File: src/rtl/output_reader_pkg.sv
// Shared types and constants for the Output SRAM drain engine.
package output_reader_pkg;

    localparam int unsigned BANK_WORDS  = 32768;
    localparam int unsigned NUM_BANKS   = 6;
    localparam int unsigned TOTAL_WORDS = BANK_WORDS * NUM_BANKS;

    typedef enum logic [2:0] {
        ST_IDLE,
        ST_CHECK,
        ST_READ,
        ST_DRAIN,
        ST_DONE
    } state_t;

    typedef struct packed {
        logic [2:0]  bank;
        logic [14:0] offset;
    } addr_t;

endpackage

File: src/rtl/reader_skid_fifo.sv
// Two-entry FIFO between the SRAM read return and the output stream.
module reader_skid_fifo #(
    parameter int W = 9
) (
    input  logic         clk,
    input  logic         rst,
    input  logic         push,
    input  logic [W-1:0] din,
    input  logic         pop,
    output logic         valid,
    output logic [W-1:0] dout,
    output logic [1:0]   count
);

    logic [W-1:0] mem [2];
    logic         wr_ptr;
    logic         rd_ptr;

    always_ff @(posedge clk or posedge rst) begin
        if (rst) begin
            mem[0] <= '0;
            mem[1] <= '0;
            wr_ptr <= 1'b0;
            rd_ptr <= 1'b0;
            count  <= 2'd0;
        end else begin
            if (push) begin
                mem[wr_ptr] <= din;
                wr_ptr      <= ~wr_ptr;
            end
            if (pop) begin
                rd_ptr <= ~rd_ptr;
            end
            case ({push, pop})
                2'b10:   count <= count + 2'd1;
                2'b01:   count <= count - 2'd1;
                default: count <= count;
            endcase
        end
    end

    assign valid = (count != 2'd0);
    assign dout  = mem[rd_ptr];

    // The issue throttle upstream guarantees these never fire.
    assert property (@(posedge clk) disable iff (rst) !(push && !pop && count == 2'd2));
    assert property (@(posedge clk) disable iff (rst) !(pop && count == 2'd0));

endmodule

File: src/rtl/output_sram_reader.sv
// Output SRAM drain engine: streams the low byte of sequential words across banks.
// Build option OUT_CHECKSUM_EN adds a running signed checksum of streamed elements.
module output_sram_reader
    import output_reader_pkg::*;
#(
    parameter int DATA_W = 16,
    parameter int OUT_W  = 8,
    parameter int ADDR_W = 18,
    parameter int LEN_W  = 19
) (
    input  logic              clk,
    input  logic              rst,
    input  logic              start_i,
    input  logic [ADDR_W-1:0] base_addr_i,
    input  logic [LEN_W-1:0]  len_i,
    output logic              busy_o,
    output logic              done_o,
    output logic              err_o,
    output logic              sram_cs_o,
    output logic              sram_oe_o,
    output logic [2:0]        sram_bank_o,
    output logic [14:0]       sram_addr_o,
    input  logic [DATA_W-1:0] sram_rdata_i,
    output logic              m_valid_o,
    output logic [OUT_W-1:0]  m_data_o,
    output logic              m_last_o,
    input  logic              m_ready_i,
    output logic [31:0]       checksum_o
);

    // state | meaning
    // IDLE  | waiting for start_i
    // CHECK | one cycle: reject empty or out-of-range transfers
    // READ  | issuing sequential reads
    // DRAIN | all reads issued, waiting for pipeline and FIFO to empty
    // DONE  | one-cycle done_o (and err_o) pulse

    localparam int SUM_W = LEN_W + 1;

    state_t           state, state_nxt;
    addr_t            addr_q;
    addr_t            addr_inc;
    logic [LEN_W-1:0] remaining;
    logic             inflight;
    logic             inflight_last;
    logic             err_q;
    logic             set_err;
    logic             issue;
    logic             pop;
    logic             slots_free;
    logic             range_bad;
    logic             start_acc;
    logic [1:0]       fifo_count;
    logic [SUM_W-1:0] end_addr;
    wire              unused_rdata_hi = ^sram_rdata_i[DATA_W-1:OUT_W];

    assign start_acc = (state == ST_IDLE) && start_i;
    assign pop       = m_valid_o & m_ready_i;
    // Throttle so the FIFO plus the outstanding read never exceed two entries.
    assign slots_free = ({1'b0, fifo_count} + {2'b00, inflight}) < (3'd2 + {2'b00, pop});
    assign end_addr   = SUM_W'({addr_q.bank, addr_q.offset}) + SUM_W'(remaining);
    assign range_bad  = end_addr > SUM_W'(TOTAL_WORDS);

    always_comb begin
        addr_inc = addr_q;
        if (addr_q.offset == 15'h7FFF) begin
            addr_inc.offset = 15'd0;
            addr_inc.bank   = addr_q.bank + 3'd1;
        end else begin
            addr_inc.offset = addr_q.offset + 15'd1;
        end
    end

    always_ff @(posedge clk or posedge rst) begin
        if (rst) begin
            state         <= ST_IDLE;
            addr_q        <= '0;
            remaining     <= '0;
            inflight      <= 1'b0;
            inflight_last <= 1'b0;
            err_q         <= 1'b0;
        end else begin
            state         <= state_nxt;
            inflight      <= issue;
            inflight_last <= issue && (remaining == LEN_W'(1));
            if (start_acc) begin
                addr_q    <= addr_t'(base_addr_i);
                remaining <= len_i;
                err_q     <= 1'b0;
            end else begin
                if (set_err) begin
                    err_q <= 1'b1;
                end
                if (issue) begin
                    remaining <= remaining - LEN_W'(1);
                    addr_q    <= addr_inc;
                end
            end
        end
    end

    always_comb begin
        state_nxt = state;
        issue     = 1'b0;
        set_err   = 1'b0;
        case (state)
            ST_IDLE: begin
                if (start_i) state_nxt = ST_CHECK;
            end
            ST_CHECK: begin
                if (remaining == '0) begin
                    state_nxt = ST_DONE;
                end else if (range_bad) begin
                    set_err   = 1'b1;
                    state_nxt = ST_DONE;
                end else begin
                    state_nxt = ST_READ;
                end
            end
            ST_READ: begin
                issue = (remaining != '0) && slots_free;
                if (issue && remaining == LEN_W'(1)) state_nxt = ST_DRAIN;
            end
            ST_DRAIN: begin
                // Leave as soon as the final element is being handed off.
                if (!inflight && fifo_count == {1'b0, pop}) state_nxt = ST_DONE;
            end
            ST_DONE: begin
                state_nxt = ST_IDLE;
            end
            default: begin
                state_nxt = ST_IDLE;
            end
        endcase
    end

    reader_skid_fifo #(
        .W(OUT_W + 1)
    ) u_fifo (
        .clk   (clk),
        .rst   (rst),
        .push  (inflight),
        .din   ({inflight_last, sram_rdata_i[OUT_W-1:0]}),
        .pop   (pop),
        .valid (m_valid_o),
        .dout  ({m_last_o, m_data_o}),
        .count (fifo_count)
    );

    assign busy_o      = (state != ST_IDLE);
    assign done_o      = (state == ST_DONE);
    assign err_o       = (state == ST_DONE) && err_q;
    assign sram_cs_o   = issue;
    assign sram_oe_o   = issue;
    assign sram_bank_o = issue ? addr_q.bank : 3'd0;
    assign sram_addr_o = issue ? addr_q.offset : 15'd0;

`ifdef OUT_CHECKSUM_EN
    logic [31:0] checksum_q;

    always_ff @(posedge clk or posedge rst) begin
        if (rst) begin
            checksum_q <= 32'd0;
        end else if (start_acc) begin
            checksum_q <= 32'd0;
        end else if (pop) begin
            checksum_q <= checksum_q + {{(32-OUT_W){m_data_o[OUT_W-1]}}, m_data_o};
        end
    end

    assign checksum_o = checksum_q;
`else
    assign checksum_o = 32'd0;
`endif

endmodule
File: config.mk
export PLATFORM = sky130hd
export DESIGN_NAME = output_sram_reader
export DESIGN_NICKNAME = d
export VERILOG_FILES = /design/src/rtl/output_reader_pkg.sv /design/src/rtl/reader_skid_fifo.sv /design/src/rtl/output_sram_reader.sv
export SDC_FILE = /design/constraint.sdc
export NUM_CORES = 1
export LEC_CHECK = 0
export BUFFER_PORTS_ARGS = -buffer_cell sky130_fd_sc_hd__buf_2
export CORE_MARGIN = 3
export CORE_UTILIZATION = 50
export DETAILED_ROUTE_END_ITERATION = 16
export PLACE_DENSITY = 0.76
export SLEW_MARGIN = 10
export SYNTH_ARGS = -nofsm -noshare
export SYNTH_HDL_FRONTEND = slang
export SYNTH_SLANG_ARGS = --single-unit
File: constraint.sdc
create_clock -name clk -period 3.27 [get_ports clk]
set_input_delay 0 -clock clk [delete_from_list [all_inputs] [get_ports clk]]
set_output_delay 0 -clock clk [all_outputs]
set_load 0.02 [all_outputs]
# After elaboration in Yosys (flattened, before gate mapping)
# Index checks and enable logic that the tools add are counted.
# classes
n_addsub	8
order_cmp	5
eq_ne	12
muxes	27
bitwise_logic	5
n_reduce_logical	19
# ops
cell	n
19-bit 2-to-1 mux	2
18-bit 2-to-1 mux	2
9-bit 2-to-1 mux	4
15-bit 2-to-1 mux	2
3-bit 2-to-1 mux	7
18-bit by 19-bit adder with 20-bit output	1
20-bit by 18-bit > comparator with 1-bit output, second input constant	1
19-bit by 1-bit equality test with 1-bit output, second input constant	1
19-bit zero test	1
19-bit nonzero test	1
19-bit by 1-bit subtractor with 19-bit output, second input constant	1
18-bit bitwise mux	1
15-bit by 1-bit adder with 15-bit output, second input constant	1
15-bit equality test, second input constant	1
3-bit one-hot mux with 4 select lines	1
2-bit nonzero test	5
9-bit demux with 1-bit select	1
1-bit logical AND	7
3-bit by 2-bit equality test with 1-bit output, second input constant	2
1-bit 2-to-1 mux	6
2-bit inequality test, second input constant	3
2-bit greater-or-equal comparator, second input constant	2
1-bit NOT with 2-bit output	2
2-bit one-hot mux with 2 select lines	1
19 further kinds	20
# word_totals
ff_bits	65
out_inout_bits	65
word_cells	88

# Depth between registers and ports, before layout
# Gate-level depths: netlist of run 1.
# logic_depth
depth_word	8
depth_mapped	12
mapped_depth_nobuf	12

# Modules after synthesis
# A second synthesis of run 1 with hierarchy kept.
# hier_totals
hier_cells	521
hier_area_um2	4762.1
# by_module_without_submodules
module	instances	cells_per_inst	area_per_inst_um2	seq_area_each_um2
output_sram_reader	1	459	3811.2	1076.0
reader_skid_fifo	1	62	950.9	550.5

# Worst setup path before layout of run 1
# No wires, ideal clock.
# synth_path
kind	flip-flop to flip-flop
start	reg addr_q[10] in the netlist's numbering
end	reg err_q
setup_time_ns	0.122
t_arrival_ns	2.544
t_required_ns	3.148
path_slack_ns	0.605
stages_incl_launch_ff	11
n_path_buf	0
period_less_slack_ns	2.665
path_cell_list	dfrtp_1 -> ha_1 -> a21o_1 -> a21o_1 -> a22o_1 -> or4_1 -> a222oi_1 -> nand4_1 -> nand3_1 -> nand3b_1 -> a32o_1
# synth_between
elab_chain_len	6
# synth_lines
element	line	rtl
from (decl)	output_sram_reader.sv:41	addr_t addr_q;
from (signal assigned)	output_sram_reader.sv:87	addr_q <= addr_t'(base_addr_i);
from (signal assigned)	output_sram_reader.sv:96	addr_q <= addr_inc;
18-bit by 19-bit adder with 20-bit output	output_sram_reader.sv:61	assign end_addr = SUM_W'({addr_q.bank, addr_q.offset}) + SUM_W'(remaining);
20-bit by 18-bit > comparator with 1-bit output	output_sram_reader.sv:62	assign range_bad = end_addr > SUM_W'(TOTAL_WORDS);
1-bit 2-to-1 mux	output_sram_reader.sv:113	end else if (range_bad) begin
1-bit 2-to-1 mux	output_sram_reader.sv:111	if (remaining == '0) begin
1-bit 2-to-1 mux	output_sram_reader.sv:106	case (state)
2-bit nonzero test (no source line)	n/a	
to (signal assigned)	output_sram_reader.sv:81	err_q <= 1'b0;
to (signal assigned)	output_sram_reader.sv:89	err_q <= 1'b0;
to (signal assigned)	output_sram_reader.sv:92	err_q <= 1'b1;
to (decl)	output_sram_reader.sv:46	logic err_q;
# No other way between the ends.
# A chain may end at the register's enable or synchronous reset.

# Final worst setup path of run 1
# layout_path
start	reg remaining[5]
end	out sram_addr_o[1]
# layout_between
elab_chain_len	4
# layout_lines
element	line	rtl
from (decl)	output_sram_reader.sv:43	logic [LEN_W-1:0] remaining;
from (signal assigned)	output_sram_reader.sv:88	remaining <= len_i;
from (signal assigned)	output_sram_reader.sv:95	remaining <= remaining - LEN_W'(1);
19-bit nonzero test	output_sram_reader.sv:121	issue = (remaining != '0) && slots_free;
1-bit logical AND	output_sram_reader.sv:121	
1-bit 2-to-1 mux	output_sram_reader.sv:106	
15-bit 2-to-1 mux	output_sram_reader.sv:156	assign sram_addr_o = issue ? addr_q.offset : 15'd0;
to (decl)	output_sram_reader.sv:22	output logic [14:0] sram_addr_o,
# No other way between the ends.

==> results_dict.tcl, run 1 <==
set metrics [dict create \
    drt_iter0_markers 265 \
    cts_sinks 65 \
    clock_latency_ns 0.35 \
    rsz0062_at_grt "false" \
    num_antenna_cells 0 \
    multi_input_comb_area_um2 2910 \
    drc 0 \
    cap_violations 0 \
    critPathMaxFanout 21 \
    wirelength_um 12600 \
    rrSetupSlack_ns 0.20 \
    rows 35 \
    cp_slowest_stage_delay_ns 0.58 \
    ys_seq_elements 65 \
    worstRegToRegCells 12 \
    endpoint_kind "output port" \
    overflow 0 \
    area.growth.synth_to_final_pct 22.3 \
    synth.avg_cell_area_um2 8.86 \
    holdCritPathClass "in -> reg" \
    slowest_stage "or4_4" \
    netlist_area_um2 4780 \
    cp_cell_sequence "or4_4 -> or4b_4 -> nor4b_4 -> a211oi_4 -> buf_4 -> and2_1 -> buf_2" \
    seq_area_um2 1630 \
    via_per_inst 5.48 \
    placed_area_um2 5190 \
    final_cell_area_um2 5840 \
    worstReg2RegEnd "state[1]" \
    max_freq_mhz 320 \
    drt_first_pass_iters 6 \
    htree_levels 3 \
    gp_congestion 0.899 \
    yosysWarnings 0 \
    cts_root_buf "clkbuf_8" \
    pin_count 122 \
    drive_above_1_share 0.217 \
    crit_type "reg -> out" \
    cts_buffers 9 \
    arrival_ns 3.12 \
    wl_per_cell_um 15.7 \
    cp-start-kind "flop" \
    post-dp-hpwl_um 8910 \
    worstMarginPinSlew_ns 1.05 \
    status "finished clean" \
    slew_violations 0 \
    relSlewSlack 0.298 \
    drt.antenna.violating_nets 0 \
    hold_depth 3 \
    nFillCells 735 \
    start_util 0.517 \
    hold_start "m_ready_i" \
    grt_usage 0.230 \
    grt_max_degree 66 \
    fp.dieH_um 104 \
    synthFlopType "dfrtp_1" \
    fin_nets 751 \
    cts_tree "done" \
    power_leakage_nw 2.69 \
    fin_crit_ns 3.12 \
    grt_pass1_vias 4279 \
    dieArea_um2 10800 \
    antenna_found_initial 0 \
    min_to "u_fifo.rd_ptr" \
    clk_path_buf_depth 2 \
    hold_violations 0 \
    dieWidth_um 104 \
    synth_edf_count 0 \
    synth.distinct_cells 63 \
    rr_startpoint "addr_q[0]" \
    core-area_um2 9240 \
    grt_pass1_wl_um 20600 \
    cp_data_required_time_ns 3.27 \
    port-buffer-count 81 \
    vdd_ir_drop_max_uv 479 \
    fin_crit_sh 0.954 \
    synthCells 539 \
    path_clk_slew_ns 0.08 \
    setup_violations 0 \
    fin_skew_ns 0.0135 \
    powerDensity_nw_per_um2 976 \
    fin_tns_setup_ns 0 \
    vias 4396 \
    async_flop_share 1.00 \
    yosysSeqAreaShare 0.341 \
]
logic make-up (layout without fill, tap and decap cells):
logic type | count (synthesis) | after routing | synth area share
simple gates | 193 | 193 | 0.213
mux | 30 | 30 | 0.0710
compound gates | 126 | 127 | 0.164
flops | 65 | 65 | 0.341
fa+ha+maj | 26 | 26 | 0.0697
other cells | 1 | 32 | 0.000785
buf+inv | 65 | 167 | 0.0804
xor+xnor | 33 | 33 | 0.0605
placed cells by master, fill, tap and decap left out, types with 25 or more instances in the layout:
cell type,n
ha_1,25
o21ai_0,46
nand2_1,62
a21oi_1,27
conb_1,32
dfrtp_1,65
buf_2,81
dlygate4sd3_1,45
nor2_1,28
mux2_2,27
worst max-delay path by stage:
stage,start,to,slack [ns],cells after the start
3_5_place_dp,addr_q[0],state[1],0.20,12
4_1_cts,remaining[5],sram_addr_o[1],0.13,7
5_1_grt,addr_q[0],state[1],0.04,12
2_1_floorplan,addr_q[10],err_q,0.60,10
3_3_place_gp,remaining[5],addr_q[3],0.27,9
6_report,remaining[5],sram_addr_o[1],0.15,7
synthesized netlist by cell type (all sizes together), types with 10 or more instances:
library cell | n | area [um2]
a21oi | 27 | 135
xor2 | 13 | 114
a21o | 10 | 75.1
and3 | 11 | 68.8
clkbuf | 10 | 37.5
dfrtp | 65 | 1630
inv | 19 | 71.3
buf | 36 | 275
nor2 | 28 | 105
nor3 | 11 | 55.1
o21ai | 47 | 239
nand2 | 63 | 239
mux2 | 28 | 319
ha | 25 | 313
and2 | 24 | 150
nand3 | 10 | 50.1
xnor2 | 20 | 175
stage by stage:
| step | hold slack (ns) | total power, mW | utilization | std cells | setup WS [ns] |
|---|---|---|---|---|---|
| 5_1_grt | 0.0617 | 6.14 | 0.632 | 802 | 0.0425 |
| 2_1_floorplan | 0.117 | 4.11 | - | 570 | 0.605 |
| 3_5_place_dp | 0.210 | 4.93 | 0.562 | 739 | 0.198 |
| 3_3_place_gp | 0.201 | 4.80 | 0.562 | 739 | 0.272 |
| 4_1_cts | 0.00583 | 5.61 | 0.629 | 800 | 0.128 |
| 6_report | 0.0330 | 5.70 | 0.632 | 802 | 0.149 |
sequential cells by signal, summed over array words and instances, names as in the netlist:
signal	cells
inflight_last	1
addr_q	18
state	3
err_q	1
u_fifo.rd_ptr	1
inflight	1
u_fifo.mem	18
u_fifo.count	2
remaining	19
u_fifo.wr_ptr	1
what timing repair did:
action	4_1_cts	5_1_grt
endpoints found under the hold margin	96	0
hold buffers	45	0
gates resized for setup	0	1
setup endpoints to repair	0	10
setup buffers	0	1
critical path: cells and delay by family (launching register included):
family / cells / cell delay, ns
buf+inv: 2 / 0.41
compound gates: 1 / 0.20
simple gates: 4 / 1.71
flops: 1 / 0.44
power breakdown:
part / total (mW) / switching (mW) / leakage (nW) / internal [mW]
Combinational: 3.41 / 1.93 / 1.81 / 1.48
Clock: 0.616 / 0.343 / 0.0850 / 0.273
Sequential: 1.67 / 0.481 / 0.792 / 1.19
Total: 5.70 / 2.76 / 2.69 / 2.94
cell type report:
class	count	area share
Multi-Input combinational cell	441	0.498
Sequential cell	65	0.278
Timing Repair Buffer	132	0.154
Tap cell	129	0.0276
Clock buffer	9	0.0212
Inverter	19	0.0122
Clock inverter	7	0.00814
per-layer routing:
metal  share of wire  GRT usage  vias up
met5               0          0        -
met4           0.014     0.0627        0
met3           0.070     0.0430       20
met2            0.49      0.394      180
met1            0.43      0.298     2075
li1                -          -     2121
No activity file was read; power rests on OpenSTA's default activity.
==> run 2, diff against run 1 <==
SYNTH_HIERARCHICAL = 1   (was unset)
==> run 2 against run 1 <==
  * Worst setup slack gained 0.069 ns
  * Clock power increased by 29%
  * Synthesized cell count shrank 3.3%
  * Cell count fell by 2.9%
  * Sequential power barely moved
  * Total power grew 1.3%
==> results_dict.tcl, run 2 <==
set metrics [dict create \
    layout_common_cells "81 x buf_2, 65 x dfrtp_1, 56 x nand2_1" \
    area.growth.synth_to_final_pct 23.7 \
    cp_data_required_time_ns 3.56 \
    cp_slowest_stage_delay_ns 0.54 \
    synthTopCellsByCount "65 x dfrtp_1, 56 x nand2_1, 43 x o21ai_0" \
    power_leakage_nw 2.69 \
    endpoint_kind "flop" \
    clock_latency_ns 0.35 \
    synth_edf_count 0 \
    start_util 0.531 \
    multi_input_comb_area_um2 2900 \
    synthSimpleGateAreaFrac 0.199 \
    yosysMostFrequentCell "dfrtp_1" \
    rsz0062_at_grt "false" \
    dieWidth_um 104 \
    clk_path_buf_depth 2 \
    netlist_area_um2 4760 \
    reg_top3 "remaining: 19 flops, addr_q: 18 flops, u_fifo/mem: 18 flops" \
    port-buffer-count 81 \
    fin_crit_sh 0.933 \
    synth.avg_cell_area_um2 9.14 \
    rr_startpoint "addr_q[0]" \
    grt_pass1_wl_um 20700 \
    drive_above_1_share 0.231 \
    cts_sinks 65 \
    arrival_ns 3.34 \
    async_flop_share 1.00 \
    grt_pass1_vias 4376 \
    synth.distinct_cells 65 \
    htree_levels 3 \
    wirelength_um 12300 \
    relSlewSlack 0.467 \
    drc 0 \
    fin_skew_ns 0.0112 \
    fin_nets 732 \
    setup_ws_ns 0.218 \
    hold_start "m_ready_i" \
    fp.dieH_um 104 \
    cp_cell_sequence "ha_1 -> inv_1 -> fa_1 -> nor2b_1 -> o31ai_1 -> a211oi_2 -> o22ai_1 -> xnor2_1 -> or4_1 -> o31ai_2 -> a32o_1" \
    pin_count 122 \
    slowest_stage "or4_1" \
    synthMuxAreaShare 0.0841 \
    synth_compound_area_frac 0.154 \
    critPathMaxFanout 4 \
    drt_first_pass_iters 5 \
    fin_crit_ns 3.05 \
    hold_ws_ns 0.0656 \
    synth_fa_ha_area_frac 0.0725 \
    powerDensity_nw_per_um2 980 \
    largest_reg_flops 19 \
    synthCells 521 \
    overflow 0 \
    slew_violations 0 \
    worstMarginPinSlew_ns 0.799 \
    seq_area_um2 1630 \
    cts_setup_buffers 0 \
    worstRegToRegCells 11 \
    holdCritPathClass "in -> reg" \
    hold_violations 0 \
    dieArea_um2 10700 \
    setup_violations 0 \
    hold_depth 3 \
    vdd_ir_drop_max_uv 462 \
    max_freq_mhz 328 \
    drt_iter0_markers 297 \
    gp_congestion 0.931 \
    path_clk_slew_ns 0.08 \
    synth_top_area_cell "dfrtp_1" \
    rows 34 \
    antenna_found_initial 0 \
    synth_top_cell_area_share 0.342 \
    crit_type "reg -> reg" \
    grt_max_degree 72 \
    synthFlopType "dfrtp_1" \
    final_common_cell "buf_2" \
    cts_buffers 9 \
    synth_xor_area_frac 0.0699 \
    via_per_inst 5.55 \
    yosysSeqAreaShare 0.342 \
    place_ws_ns 0.110 \
    core-area_um2 8980 \
    synth_area_leaders "dfrtp_1 34%, mux2_2 7.6%, ha_1 6.8%" \
    nFillCells 674 \
    cap_violations 0 \
    wl_per_cell_um 15.8 \
    fin_tns_setup_ns 0 \
    grt_usage 0.232 \
    ys_seq_elements 65 \
    synth_top_family_by_area "simple AND/OR/NAND/NOR gates" \
    vias 4320 \
    cts_tree "done" \
    cp-start-kind "flop" \
    drt.antenna.violating_nets 0 \
    cts_root_buf "clkbuf_8" \
    cp-startpoint "addr_q[0]" \
    max_flop_register "remaining" \
    num_antenna_cells 0 \
    yosysWarnings 6 \
    post-dp-hpwl_um 8370 \
    status "finished clean" \
]
run 2: cell count changes in the layout (fill, tap and decap cells not counted), sizes merged, moves of 3 or more:
| cell | change |
|---|---|
| clkinv | -3 |
| nand2 | -6 |
| nor2 | -7 |
| nor3 | -4 |
| mux2 | +4 |
| nor4 | -3 |
| or3 | +3 |
| o211ai | -4 |
| a21o | -3 |
| xor2 | +6 |
run 2: cell families after synthesis:
| logic type | count (synthesis) |
|---|---|
| compound gates | 117 |
| xor+xnor | 38 |
| fa+ha+maj | 27 |
| simple gates | 174 |
| mux | 36 |
| flops | 65 |
| buf+inv | 63 |
| other cells | 1 |
run 2: layout make-up:
class / instances / area share
timing repair buffer: 133 / 0.157
tap: 126 / 0.0268
inverter: 15 / 0.00998
multi-input combinational: 424 / 0.492
sequential: 65 / 0.276
clock inverter: 7 / 0.0170
clock buffer: 9 / 0.0210
run 2: worst paths after layout:
path / end / slack [ns]
max reg2reg: state[1] / 0.22
max: state[1] / 0.22
min in group asynchronous: state[2] / 0.34
min: u_fifo/rd_ptr / 0.07
max in group asynchronous: u_fifo/mem[12] / 2.42
min reg2reg: u_fifo/mem[1] / 0.51
run 2: worst max-delay path: cells and delay by family, from the launching register on:
| family | cells | cell delay (ns) |
|---|---|---|
| AND/OR/NAND/NOR | 2 | 0.79 |
| AO/OA/AOI/OAI | 5 | 1.08 |
| XOR/XNOR | 1 | 0.13 |
| buffers and inverters | 1 | 0.06 |
| adder cells (fa/ha/maj) | 2 | 0.58 |
| flip-flops | 1 | 0.35 |
run 2: power breakdown:
part           total (mW)  internal, mW  switching, mW
clock network       0.792         0.437          0.355
registers            1.66          1.18          0.481
logic                3.32          1.47           1.85
total                5.77          3.09           2.69
run 2: timing repair:
action,in CTS,in global routing
hold buffers,47,0
hold endpoints to repair,119,0
setup endpoints to repair,0,5
gates resized for setup,0,4
run 2: layer usage:
metal  GRT usage  routed length [um]  up-vias
li1            -                   -     2052
met5           0                   0        -
met3      0.0547                 869       16
met1       0.292                5270     2063
met2       0.403                6040      189
met4      0.0598                 154        0
run 2: through the flow:
stage	util	instance area, um2	power, mW	cells
floorplan	-	4880	4.05	552
global route	0.656	5890	6.24	779
global placement	0.578	5180	4.70	716
detailed placement	0.578	5180	4.83	716
CTS	0.655	5880	5.70	779
finish	0.656	5890	5.77	779
